<file path="src/rtl/uart_pkg.sv">
// Shared definitions for the uart receive and transmit paths: default framing
// constants and the receiver state encoding.
package uart_pkg;

  localparam int UART_CLKS_PER_BIT = 16;
  localparam int UART_DATA_BITS    = 8;

  typedef enum logic [2:0] {
    IDLE,
    START,
    DATA,
    STOP,
    BREAK
  } uart_rx_state_t;

endpackage : uart_pkg

</file>
<file path="src/rtl/uart_receiver_if.sv">
// Byte-side handshake and status bundle of the uart receiver. The master side
// is the receiver and the slave side is the byte consumer.
interface uart_receiver_if
  import uart_pkg::*;
#(
  parameter int DATA_BITS = UART_DATA_BITS
);

  logic [DATA_BITS-1:0] data_out;
  logic                 data_valid;
  logic                 data_ready;
  logic                 frame_err;
  logic                 overrun;
  logic                 busy;

  modport master (
    output data_out,
    output data_valid,
    output frame_err,
    output overrun,
    output busy,
    input  data_ready
  );

  modport slave (
    input  data_out,
    input  data_valid,
    input  frame_err,
    input  overrun,
    input  busy,
    output data_ready
  );

endinterface : uart_receiver_if

</file>
<file path="src/rtl/uart_sync2.sv">
// Two-flop synchronizer for an asynchronous single-bit input. The reset value
// is a parameter so idle-high lines come out of reset looking idle.
module uart_sync2 #(
  parameter logic RESET_VAL = 1'b1
) (
  input  logic clk,
  input  logic reset,
  input  logic d,
  output logic q
);

  logic meta;

  // NOTE: sequential state is written with non-blocking assignments so both
  // flops sample the values from before the edge, forming a real two-stage chain.
  always_ff @(posedge clk or negedge reset) begin
    if (!reset) begin
      meta <= RESET_VAL;
      q    <= RESET_VAL;
    end else begin
      meta <= d;
      q    <= meta;
    end
  end

endmodule : uart_sync2

</file>
<file path="src/rtl/uart_receiver.sv">
// 8N1-style uart receive endpoint: oversampled start/data/stop detection with a
// registered valid/ready byte output, framing-error pulse and sticky overrun.
module uart_receiver
  import uart_pkg::*;
#(
  parameter int CLKS_PER_BIT = UART_CLKS_PER_BIT,
  parameter int DATA_BITS    = UART_DATA_BITS
) (
  input  logic            clk,
  input  logic            reset,
  input  logic            rx,
  uart_receiver_if.master bus
);

  localparam int CNT_W = $clog2(CLKS_PER_BIT);
  localparam int IDX_W = $clog2(DATA_BITS);
  localparam logic [CNT_W-1:0] HALF_LAST = CNT_W'(CLKS_PER_BIT / 2 - 1);
  localparam logic [CNT_W-1:0] BIT_LAST  = CNT_W'(CLKS_PER_BIT - 1);
  localparam logic [IDX_W-1:0] IDX_LAST  = IDX_W'(DATA_BITS - 1);

  uart_rx_state_t       state, state_nxt;
  logic [CNT_W-1:0]     clk_cnt, clk_cnt_nxt;
  logic [IDX_W-1:0]     bit_idx, bit_idx_nxt;
  logic [DATA_BITS-1:0] shift_reg, shift_nxt;
  logic                 rx_s, rx_s_d, fall;
  logic                 byte_done, stop_fail;
  logic                 accept;

  uart_sync2 #(.RESET_VAL(1'b1)) u_sync (
    .clk   (clk),
    .reset (reset),
    .d     (rx),
    .q     (rx_s)
  );

  always_ff @(posedge clk or negedge reset) begin
    if (!reset) rx_s_d <= 1'b1;
    else        rx_s_d <= rx_s;
  end

  assign fall = rx_s_d & ~rx_s;

  // FSM state and datapath registers.
  always_ff @(posedge clk or negedge reset) begin
    if (!reset) begin
      state     <= IDLE;
      clk_cnt   <= '0;
      bit_idx   <= '0;
      shift_reg <= '0;
    end else begin
      state     <= state_nxt;
      clk_cnt   <= clk_cnt_nxt;
      bit_idx   <= bit_idx_nxt;
      shift_reg <= shift_nxt;
    end
  end

  // NOTE: every output of this block gets a default before the case so no
  // path leaves a signal unassigned, which would otherwise infer a latch.
  always_comb begin
    state_nxt   = state;
    clk_cnt_nxt = clk_cnt + 1'b1;
    bit_idx_nxt = bit_idx;
    shift_nxt   = shift_reg;
    byte_done   = 1'b0;
    stop_fail   = 1'b0;

    unique case (state)
      IDLE: begin
        clk_cnt_nxt = '0;
        if (fall) state_nxt = START;
      end

      // Mid-start-bit check: a line that is high again was only a glitch.
      START: begin
        if (clk_cnt == HALF_LAST) begin
          clk_cnt_nxt = '0;
          if (!rx_s) begin
            state_nxt   = DATA;
            bit_idx_nxt = '0;
          end else begin
            state_nxt   = IDLE;
          end
        end
      end

      DATA: begin
        if (clk_cnt == BIT_LAST) begin
          clk_cnt_nxt = '0;
          shift_nxt   = {rx_s, shift_reg[DATA_BITS-1:1]};
          if (bit_idx == IDX_LAST) state_nxt = STOP;
          else                     bit_idx_nxt = bit_idx + 1'b1;
        end
      end

      // Returning to IDLE at the stop-bit centre leaves half a bit of margin
      // to catch a start bit that directly follows.
      STOP: begin
        if (clk_cnt == BIT_LAST) begin
          clk_cnt_nxt = '0;
          if (rx_s) begin
            byte_done = 1'b1;
            state_nxt = IDLE;
          end else begin
            stop_fail = 1'b1;
            state_nxt = BREAK;
          end
        end
      end

      BREAK: begin
        clk_cnt_nxt = '0;
        if (rx_s) state_nxt = IDLE;
      end

      default: begin
        clk_cnt_nxt = '0;
        state_nxt   = IDLE;
      end
    endcase
  end

  assign accept = bus.data_valid & bus.data_ready;

  // Byte delivery: a pending byte is only replaced when it is being accepted
  // in the same cycle; otherwise the new byte is dropped and flagged.
  always_ff @(posedge clk or negedge reset) begin
    if (!reset) begin
      bus.data_out   <= '0;
      bus.data_valid <= 1'b0;
      bus.frame_err  <= 1'b0;
      bus.overrun    <= 1'b0;
    end else begin
      bus.frame_err <= stop_fail;

      if (byte_done && (!bus.data_valid || bus.data_ready)) begin
        bus.data_out   <= shift_reg;
        bus.data_valid <= 1'b1;
      end else if (accept) begin
        bus.data_valid <= 1'b0;
      end

      if (accept)                         bus.overrun <= 1'b0;
      else if (byte_done && bus.data_valid) bus.overrun <= 1'b1;
    end
  end

  assign bus.busy = (state != IDLE);

endmodule : uart_receiver

</file>
<file path="src/flat_wrapper.sv">
// flat-port wrapper written by rule: the top's interface ports become plain ports
module uart_receiver_flat import uart_pkg::*;
#(
  parameter int CLKS_PER_BIT = UART_CLKS_PER_BIT,
  parameter int DATA_BITS    = UART_DATA_BITS
)
  (clk, reset, rx, bus_data_out, bus_data_valid, bus_frame_err, bus_overrun, bus_busy, bus_data_ready);
  uart_receiver_if #(.DATA_BITS(DATA_BITS)) bus_i ();
  input  logic clk;
  input  logic reset;
  input  logic rx;
  output wire logic [$bits(bus_i.data_out)-1:0] bus_data_out;
  output wire logic [$bits(bus_i.data_valid)-1:0] bus_data_valid;
  output wire logic [$bits(bus_i.frame_err)-1:0] bus_frame_err;
  output wire logic [$bits(bus_i.overrun)-1:0] bus_overrun;
  output wire logic [$bits(bus_i.busy)-1:0] bus_busy;
  input wire logic [$bits(bus_i.data_ready)-1:0] bus_data_ready;
  assign bus_data_out = bus_i.data_out;
  assign bus_data_valid = bus_i.data_valid;
  assign bus_frame_err = bus_i.frame_err;
  assign bus_overrun = bus_i.overrun;
  assign bus_busy = bus_i.busy;
  assign bus_i.data_ready = bus_data_ready;
  uart_receiver #(.CLKS_PER_BIT(CLKS_PER_BIT), .DATA_BITS(DATA_BITS)) u_core (.clk(clk), .reset(reset), .rx(rx), .bus(bus_i));
endmodule
</file>
<file path="config.mk">
export PLATFORM = sky130hd
export DESIGN_NAME = uart_receiver_flat
export DESIGN_NICKNAME = d
export VERILOG_FILES = /design/src/rtl/uart_pkg.sv /design/src/rtl/uart_receiver_if.sv /design/src/rtl/uart_sync2.sv /design/src/rtl/uart_receiver.sv /design/src/flat_wrapper.sv
export SDC_FILE = /design/constraint.sdc
export NUM_CORES = 1
export LEC_CHECK = 0
export CAP_MARGIN = 20
export CELL_PAD_IN_SITES_DETAIL_PLACEMENT = 1
export CELL_PAD_IN_SITES_GLOBAL_PLACEMENT = 2
export CORE_ASPECT_RATIO = 1.4
export CORE_MARGIN = 1
export CORE_UTILIZATION = 40
export DETAILED_ROUTE_END_ITERATION = 12
export GPL_TIMING_DRIVEN = 0
export PLACE_DENSITY = 0.88
export REMOVE_ABC_BUFFERS = 1
export SLEW_MARGIN = 0
export SYNTH_ARGS = -nofsm -noshare
export SYNTH_HDL_FRONTEND = slang
export SYNTH_SLANG_ARGS = --single-unit
</file>
<file path="constraint.sdc">
create_clock -name clk -period 4.05 [get_ports clk]
set_input_delay 0.81 -clock clk [delete_from_list [all_inputs] [get_ports clk]]
set_output_delay 0.81 -clock clk [all_outputs]
set_load 0.01 [all_outputs]
</file>
## Yosys cells after proc, flatten, opt, wreduce, memory -nomap -nowiden

Index checks and enable logic that the tools add are counted.

| operators by class | value |
|---|---|
| $add $sub $neg | 2 |
| equal/unequal tests | 15 |
| mux-type cells | 27 |
| bitwise gates (word level) | 3 |
| reductions and logical operators | 13 |

Operators by type and width:

| kind | number |
|---|---|
| $mux 3 | 11 |
| $pmux 3 s5 | 1 |
| $mux 1 | 10 |
| $ne 2x1->1 const B | 5 |
| $mux 4 | 2 |
| $pmux 4 s2 | 1 |
| $eq 3x2->1 const B | 2 |
| $eq 3x3->1 const B | 2 |
| $ne 2x2->1 const B | 3 |
| $pmux 3 s2 | 1 |
| $reduce_and 6->1 | 1 |
| $reduce_bool 2->1 | 3 |
| $reduce_and 5->1 | 1 |
| $add 4x1->4 const B | 1 |
| $eq 4x3->1 const B | 1 |
| $eq 4x4->1 const B | 1 |
| $add 3x1->3 const B | 1 |
| $eq 3x1->1 const B | 1 |
| $logic_not 3->1 | 1 |
| $reduce_bool 3->1 | 1 |
| $and 1x1->1 | 2 |
| $logic_and 1x1->1 | 2 |
| $mux 2 | 1 |
| $reduce_and 2->1 | 1 |
| 4 further kinds | 4 |

| storage, ports and cells | value |
|---|---|
| register bits | 32 |
| input bits | 4 |
| word-level logic and storage cells | 71 |

## Depth between registers and ports, before layout

Gate-level depths: netlist (run 1).

| logic depth | value |
|---|---|
| word-level depth | 6 |
| gate-level depth with buffers | 6 |
| mapped depth without buffers | 5 |

## Modules after synthesis

A second synthesis (run 1) with hierarchy kept.

| unflattened totals | value |
|---|---|
| cells, all modules | 95 |
| area total of the unflattened synthesis | 1318.8 um^2 |

By module, submodules not included:

| module | times used | cells an instance | area an instance (um^2) |
|---|---|---|---|
| uart_receiver | 1 | 93 | 1266.2 |
| uart_sync2 | 1 | 2 | 52.6 |

## Worst setup path after synthesis (run 1)

OpenSTA, ideal clock, no wires.

| path | value |
|---|---|
| kind | register to output |
| start point | register u_core.state[0] |
| end point | output port bus_busy |
| data arrival time | 0.930 ns |
| setup slack | 2.310 ns |
| stages on the path, launching flop included | 3 |
| path buffers | 1 |
| cell sequence | dfrtp_1 -> buf_2 -> or3_1 |

| between the ends | value |
|---|---|
| cells in the longest elaborated chain, start to end | 1 |

RTL lines:

| element | RTL line | RTL |
|---|---|---|
| start: declaration | uart_receiver.sv:21 | `uart_rx_state_t state, state_nxt;` |
| start signal: assignment | uart_receiver.sv:51 | `state <= state_nxt;` |
| $reduce_bool 3->1 | uart_receiver.sv:148 | `assign bus.busy = (state != IDLE);` |
| end: declaration | flat_wrapper.sv:16 | `output wire logic [$bits(bus_i.busy)-1:0] bus_busy;` |

Every way passes these cells.

## Worst setup path after layout (run 1)

Same ends and word-level chain as after synthesis.

==> results.sh, run 1 <==
export IMPL_yosysMostFrequentCell="dfrtp_1"
export IMPL_p_per_area_nw_per_um2=464.5
export IMPL_cts_setup_buffers=0
export IMPL_ys_ff_latch=32
export IMPL_synth_top_family_by_area="multiplexers"
export IMPL_htreeDepth=2
export IMPL_cts_made_buffers=5
export IMPL_arrival_ns=1.69
export IMPL_grt_max_degree=22
export IMPL_crit_type="flop to output port"
export IMPL_tns_ns=0
export IMPL_area_growth_pct=20.73
export IMPL_start_util_pct=41.81
export IMPL_cts_buffer_depth=2
export IMPL_power_w=0.0007921
export IMPL_grt_total_usage_pct=16.09
export IMPL_worst_path_max_fanout=11
export IMPL_die_area_um2=3777
export IMPL_io_pins=16
export IMPL_hp_class="flop to flop"
export IMPL_synth_top_area_cell="dfrtp_1"
export IMPL_routed_wl_um=2535
export IMPL_numPortBuffers=15
export IMPL_syn_area_per_cell_um2=14.13
export IMPL_muxShareOfSynthArea_pct=18.16
export IMPL_cts_sinks=32
export IMPL_placementRows=25
export IMPL_synth_distinct_cells=35
export IMPL_final_min_clock_period_ns=2.498
export IMPL_drt_first_iter_violations=6
export IMPL_die_h_um=72.32
export IMPL_vias_per_cell=5.415
export IMPL_chipWidth_um=52.23
export IMPL_finalHoldViolCount=0
export IMPL_grt_pass1_vias=917
export IMPL_synthTopCellsByCount="dfrtp_1 (29), mux2_4 (15), nor2_1 (5), o21ai_1 (4)"
export IMPL_coreArea_um2=3378
export IMPL_synth_adder_area_share_pct=2.657
export IMPL_synthFlopType="dfrtp_1"
export IMPL_antenna_found_initial=0
export IMPL_vdd_drop_max_uv=220.0
export IMPL_dr_pass1_iters=4
export IMPL_ant_nets=0
export IMPL_ys_seq_area_share_pct=56.95
export IMPL_synth_edf_count=0
export IMPL_period_share_pct=61.68
export IMPL_drv_slew=0
export IMPL_netlist_area_um2=1413
export IMPL_synth_top_area_share_pct=51.37
export IMPL_grt_pass1_wl_um=4333
export IMPL_cts_tree="done"
export IMPL_status="complete, no violations"
export IMPL_clkSlewWorstSetupHoldPaths_ns=0.07
export IMPL_synthSimpleGateAreaFrac_pct=9.743
export IMPL_clock_latency_ns=0.28
export IMPL_grt_overflow=0
export IMPL_dr_total_vias=861
export IMPL_dp_hpwl_um=1880
export IMPL_skew_ns=0.01120
export IMPL_antenna_cells=0
export IMPL_rrSetupSlack_ns=2.19
export IMPL_synth_compound_area_share_pct=7.617
export IMPL_maxSlewHeadroom_pct=57.73
export IMPL_synth_warnings=0
export IMPL_synthXorXnorAreaFrac_pct=1.860
export IMPL_synthArstFlopShare_pct=100.0
export IMPL_cp_end_kind="output port"
export IMPL_rsz0062_at_grt="no"
export IMPL_routabilityCongestion=0.7556
export IMPL_syn_inst=100
export IMPL_leakage_nw=0.7926
export IMPL_synth_area_leaders="dfrtp_1 (51%), mux2_4 (16%), dfstp_2 (5.6%)"
export IMPL_setup_violations=0
export IMPL_max_freq_ghz=0.4003
export IMPL_drc=0
export IMPL_cts_resized=0
export IMPL_start_kind="flop"
export IMPL_fin_nets=126
export IMPL_cap_violations=0
export IMPL_final_layout_size_suffix_gt1_share_pct=25.21
export IMPL_cts_hold_buf=0
export IMPL_worst_ep_required_time_ns=3.24
export IMPL_root_buffer="clkbuf_8"
export IMPL_avgRoutedWirePerCell_um=15.94
export IMPL_tightest_slew_ns=0.6321
-- placed cells by master (no fill, tap or decap), types with 3 or more instances in the layout --
| master | synthesis | final |
|---|---|---|
| o21ai_1 | 4 | 4 |
| nand2_1 | 3 | 3 |
| inv_1 | 3 | 3 |
| mux2_4 | 15 | 15 |
| clkbuf_8 | 0 | 7 |
| nor2_1 | 5 | 5 |
| ha_1 | 3 | 3 |
| dfstp_2 | 3 | 3 |
| dfrtp_1 | 29 | 29 |
| clkdlybuf4s50_1 | 0 | 15 |
-- path summary, 6_finish.rpt --
path,startpoint,end,cells past startpoint
max in group asynchronous,reset,u_core.bit_idx[0]$_DFFE_PN0P_,2
max reg2reg,u_core.bit_idx[0]$_DFFE_PN0P_,u_core.bit_idx[0]$_DFFE_PN0P_,5
max,u_core.state[0]$_DFFE_PN0P_,bus_busy,2
min,u_core.u_sync.meta$_DFF_PN1_,u_core.u_sync.q$_DFF_PN1_,0
min reg2reg,u_core.u_sync.meta$_DFF_PN1_,u_core.u_sync.q$_DFF_PN1_,0
min in group asynchronous,reset,u_core.bus.overrun$_DFFE_PN0P_,1
-- worst max-delay path, cell delays in order, from the launching register on --
cell and delay, ns:
dfrtp_1 0.51, or3_1 0.42, clkdlybuf4s50_1 0.48
-- kinds of logic (layout without fill, tap and decap cells) --
kind of cell / Yosys count / after routing
AND/OR/NAND/NOR: 23 / 23
multiplexers: 18 / 18
XOR/XNOR: 3 / 3
adder cells (fa/ha/maj): 3 / 3
buffers and inverters: 7 / 26
AO/OA/AOI/OAI: 14 / 14
flip-flops: 32 / 32
-- metrics by stage --
step,utilization (%),area [µm²],worst slack (ns),cells,hold WS (ns)
2_1_floorplan,-,1381,2.340,96,0.3452
3_3_place_gp,46.81,1582,1.613,151,0.3477
3_5_place_dp,47.63,1609,1.781,152,0.3479
4_1_cts,50.48,1705,1.547,159,0.3561
5_1_grt,50.48,1705,1.496,159,0.3631
6_report,50.48,1705,1.552,159,0.3554
-- final cells by class --
type	count	area (µm²)
Inverter	3	11.26
Clock buffer	7	96.34
Sequential cell	32	804.5
Tap cell	40	50.05
Fill cell	349	1673
Timing Repair Buffer	16	177.7
Multi-Input combinational cell	61	565.5
-- layer usage --
metal  GRT usage [%]  wire [µm]  vias to the layer above
li1                -          -                      395
met1           18.02       1054                      446
met2           27.92       1346                       17
met3           6.918        112                        3
met4           3.509         21                        0
met5               0          0                        -
-- power by group --
part           switching, W  leakage (nW)  internal [W]
clock network      0.000109        0.0503      0.000151
logic             0.0000612         0.318     0.0000646
registers         0.0000509         0.424      0.000355
total              0.000221         0.793      0.000571
No activity file was read; power rests on OpenSTA's default activity.
==> run 2, diff against run 1 <==
--- a/config.mk
+++ b/config.mk
@@ -10,10 +10,10 @@
 export CELL_PAD_IN_SITES_GLOBAL_PLACEMENT = 2
 export CORE_ASPECT_RATIO = 1.4
 export CORE_MARGIN = 1
-export CORE_UTILIZATION = 40
+export CORE_UTILIZATION = 38
 export DETAILED_ROUTE_END_ITERATION = 12
 export GPL_TIMING_DRIVEN = 0
-export PLACE_DENSITY = 0.88
+export PLACE_DENSITY = 0.85
 export REMOVE_ABC_BUFFERS = 1
 export SLEW_MARGIN = 0
 export SYNTH_ARGS = -nofsm -noshare
==> constraint.sdc (replaced) <==
create_clock -name clk -period 2.3 [get_ports clk]
set_input_delay 0.46 -clock clk [delete_from_list [all_inputs] [get_ports clk]]
set_output_delay 0.46 -clock clk [all_outputs]
set_load 0.01 [all_outputs]
==> results.sh, run 2 (synthesis results as in run 1) <==
export IMPL_placementRows=25
export IMPL_busiest_layer="met2"
export IMPL_setup_violations=0
export IMPL_grt_util_met3_pct=4.908
export IMPL_fin_cells=160
export IMPL_drc=0
export IMPL_maxSlewHeadroom_pct=39.65
export IMPL_die_area_um2=3969
export IMPL_p_per_area_nw_per_um2=815.0
export IMPL_skew_ns=0.006847
export IMPL_routabilityCongestion=0.7501
export IMPL_hp_class="flop to flop"
export IMPL_drv_slew=0
export IMPL_finalHoldViolCount=0
export IMPL_rsz0062_at_grt="no"
export IMPL_fin_nets=126
export IMPL_period_share_pct=94.51
export IMPL_numPortBuffers=15
export IMPL_holdWs_ns=0.3604
export IMPL_clkSlewWorstSetupHoldPaths_ns=0.07
export IMPL_drt_first_iter_violations=9
export IMPL_final_layout_size_suffix_gt1_share_pct=25.83
export IMPL_start_util_pct=40.68
export IMPL_dr_total_vias=845
export IMPL_coreArea_um2=3472
export IMPL_vdd_drop_max_uv=479.8
export IMPL_worst_ep_required_time_ns=1.84
export IMPL_root_buffer="clkbuf_8"
export IMPL_grtUsageMet1_pct=20.08
export IMPL_start_kind="flop"
export IMPL_dp_cells=152
export IMPL_cts_buffer_depth=2
export IMPL_cts_made_buffers=5
export IMPL_hold_path_depth=0
export IMPL_routed_wl_um=2750
export IMPL_grt_pass1_vias=935
export IMPL_chipWidth_um=53.53
export IMPL_cts_resized=0
export IMPL_io_pins=16
export IMPL_vias_per_cell=5.281
export IMPL_tightest_slew_ns=0.9024
export IMPL_worst_path_max_fanout=11
export IMPL_met2_usage_pct=29.03
export IMPL_leakage_nw=0.7880
export IMPL_grt_overflow=0
export IMPL_fin_ws_ns=0.1264
export IMPL_clock_latency_ns=0.28
export IMPL_grt_total_usage_pct=17.32
export IMPL_area_growth_pct=19.57
export IMPL_cts_setup_buffers=0
export IMPL_ant_nets=0
export IMPL_tns_ns=0
export IMPL_arrival_ns=1.71
export IMPL_cts_hold_buf=0
export IMPL_cap_violations=0
export IMPL_antenna_cells=0
export IMPL_cts_sinks=32
export IMPL_antenna_found_initial=0
export IMPL_final_common_cell="dfrtp_1"
export IMPL_grt_pass1_wl_um=4664
export IMPL_dr_pass1_iters=2
export IMPL_final_cell_mix="dfrtp_1 (29), mux2_4 (15), clkdlybuf4s50_1 (15)"
export IMPL_status="complete, no violations"
export IMPL_die_h_um=74.14
export IMPL_max_freq_ghz=0.4601
export IMPL_cp_end_kind="output port"
export IMPL_cts_tree="done"
export IMPL_grt_max_degree=20
export IMPL_dp_hpwl_um=2076
export IMPL_crit_type="flop to output port"
export IMPL_dp_worst_setup_slack_ns=0.3209
export IMPL_htreeDepth=2
export IMPL_r2r_cells=5
export IMPL_final_min_clock_period_ns=2.174
export IMPL_avgRoutedWirePerCell_um=17.19
==> run 2: changes by cell type in the layout (fill, tap and decap cells not counted), sizes merged <==
cell	before	now
clkinv	0	2
clkbuf	7	6
==> run 2: per-stage QoR <==
step	area (µm²)	utilization (%)	total power, W
after CTS	1689	48.65	0.001400
after global placement	1582	45.55	0.0009272
final	1689	48.65	0.001377
after global routing	1689	48.65	0.001464
after floorplan	1381	-	0.0008568
after detailed placement	1597	45.98	0.0009492
==> run 2: critical path, cell delays in order, from the launching register on <==
cell and delay (ns):
dfrtp_1 0.52, or3_1 0.43, clkdlybuf4s50_1 0.49
==> run 2: metal layers <==
| layer | vias to the layer above | wire length [µm] |
|---|---|---|
| li1 | 396 | - |
| met1 | 427 | 1114 |
| met2 | 15 | 1496 |
| met3 | 7 | 80 |
| met4 | 0 | 59 |
| met5 | - | 0 |
==> run 2: worst paths after layout <==
kind	endpoint	startpoint	slack, ns
max in group asynchronous	u_core.u_sync.q$_DFF_PN1_	reset	0.93
max reg2reg	u_core.bit_idx[0]$_DFFE_PN0P_	u_core.bit_idx[0]$_DFFE_PN0P_	0.34
min reg2reg	u_core.u_sync.q$_DFF_PN1_	u_core.u_sync.meta$_DFF_PN1_	0.36
min	u_core.u_sync.q$_DFF_PN1_	u_core.u_sync.meta$_DFF_PN1_	0.36
min in group asynchronous	u_core.bus.data_out[4]$_DFFE_PN0P_	reset	0.68
max	bus_busy	u_core.state[0]$_DFFE_PN0P_	0.13
==> run 2: final cells by class <==
cell class              count  area, µm²
flip-flops and latches     32      804.5
well taps                  40      50.05
repair buffers             16      165.2
clock buffers               6      82.58
fillers                   367       1783
clock inverters             2      10.01
inverters                   3      11.26
multi-input cells          61      565.5
==> run 2: report_power, final <==
part	switching (W)	leakage (nW)	internal, W
Sequential	0.0000894	0.424	0.000626
Clock	0.000201	0.0510	0.000238
Combinational	0.000110	0.313	0.000112
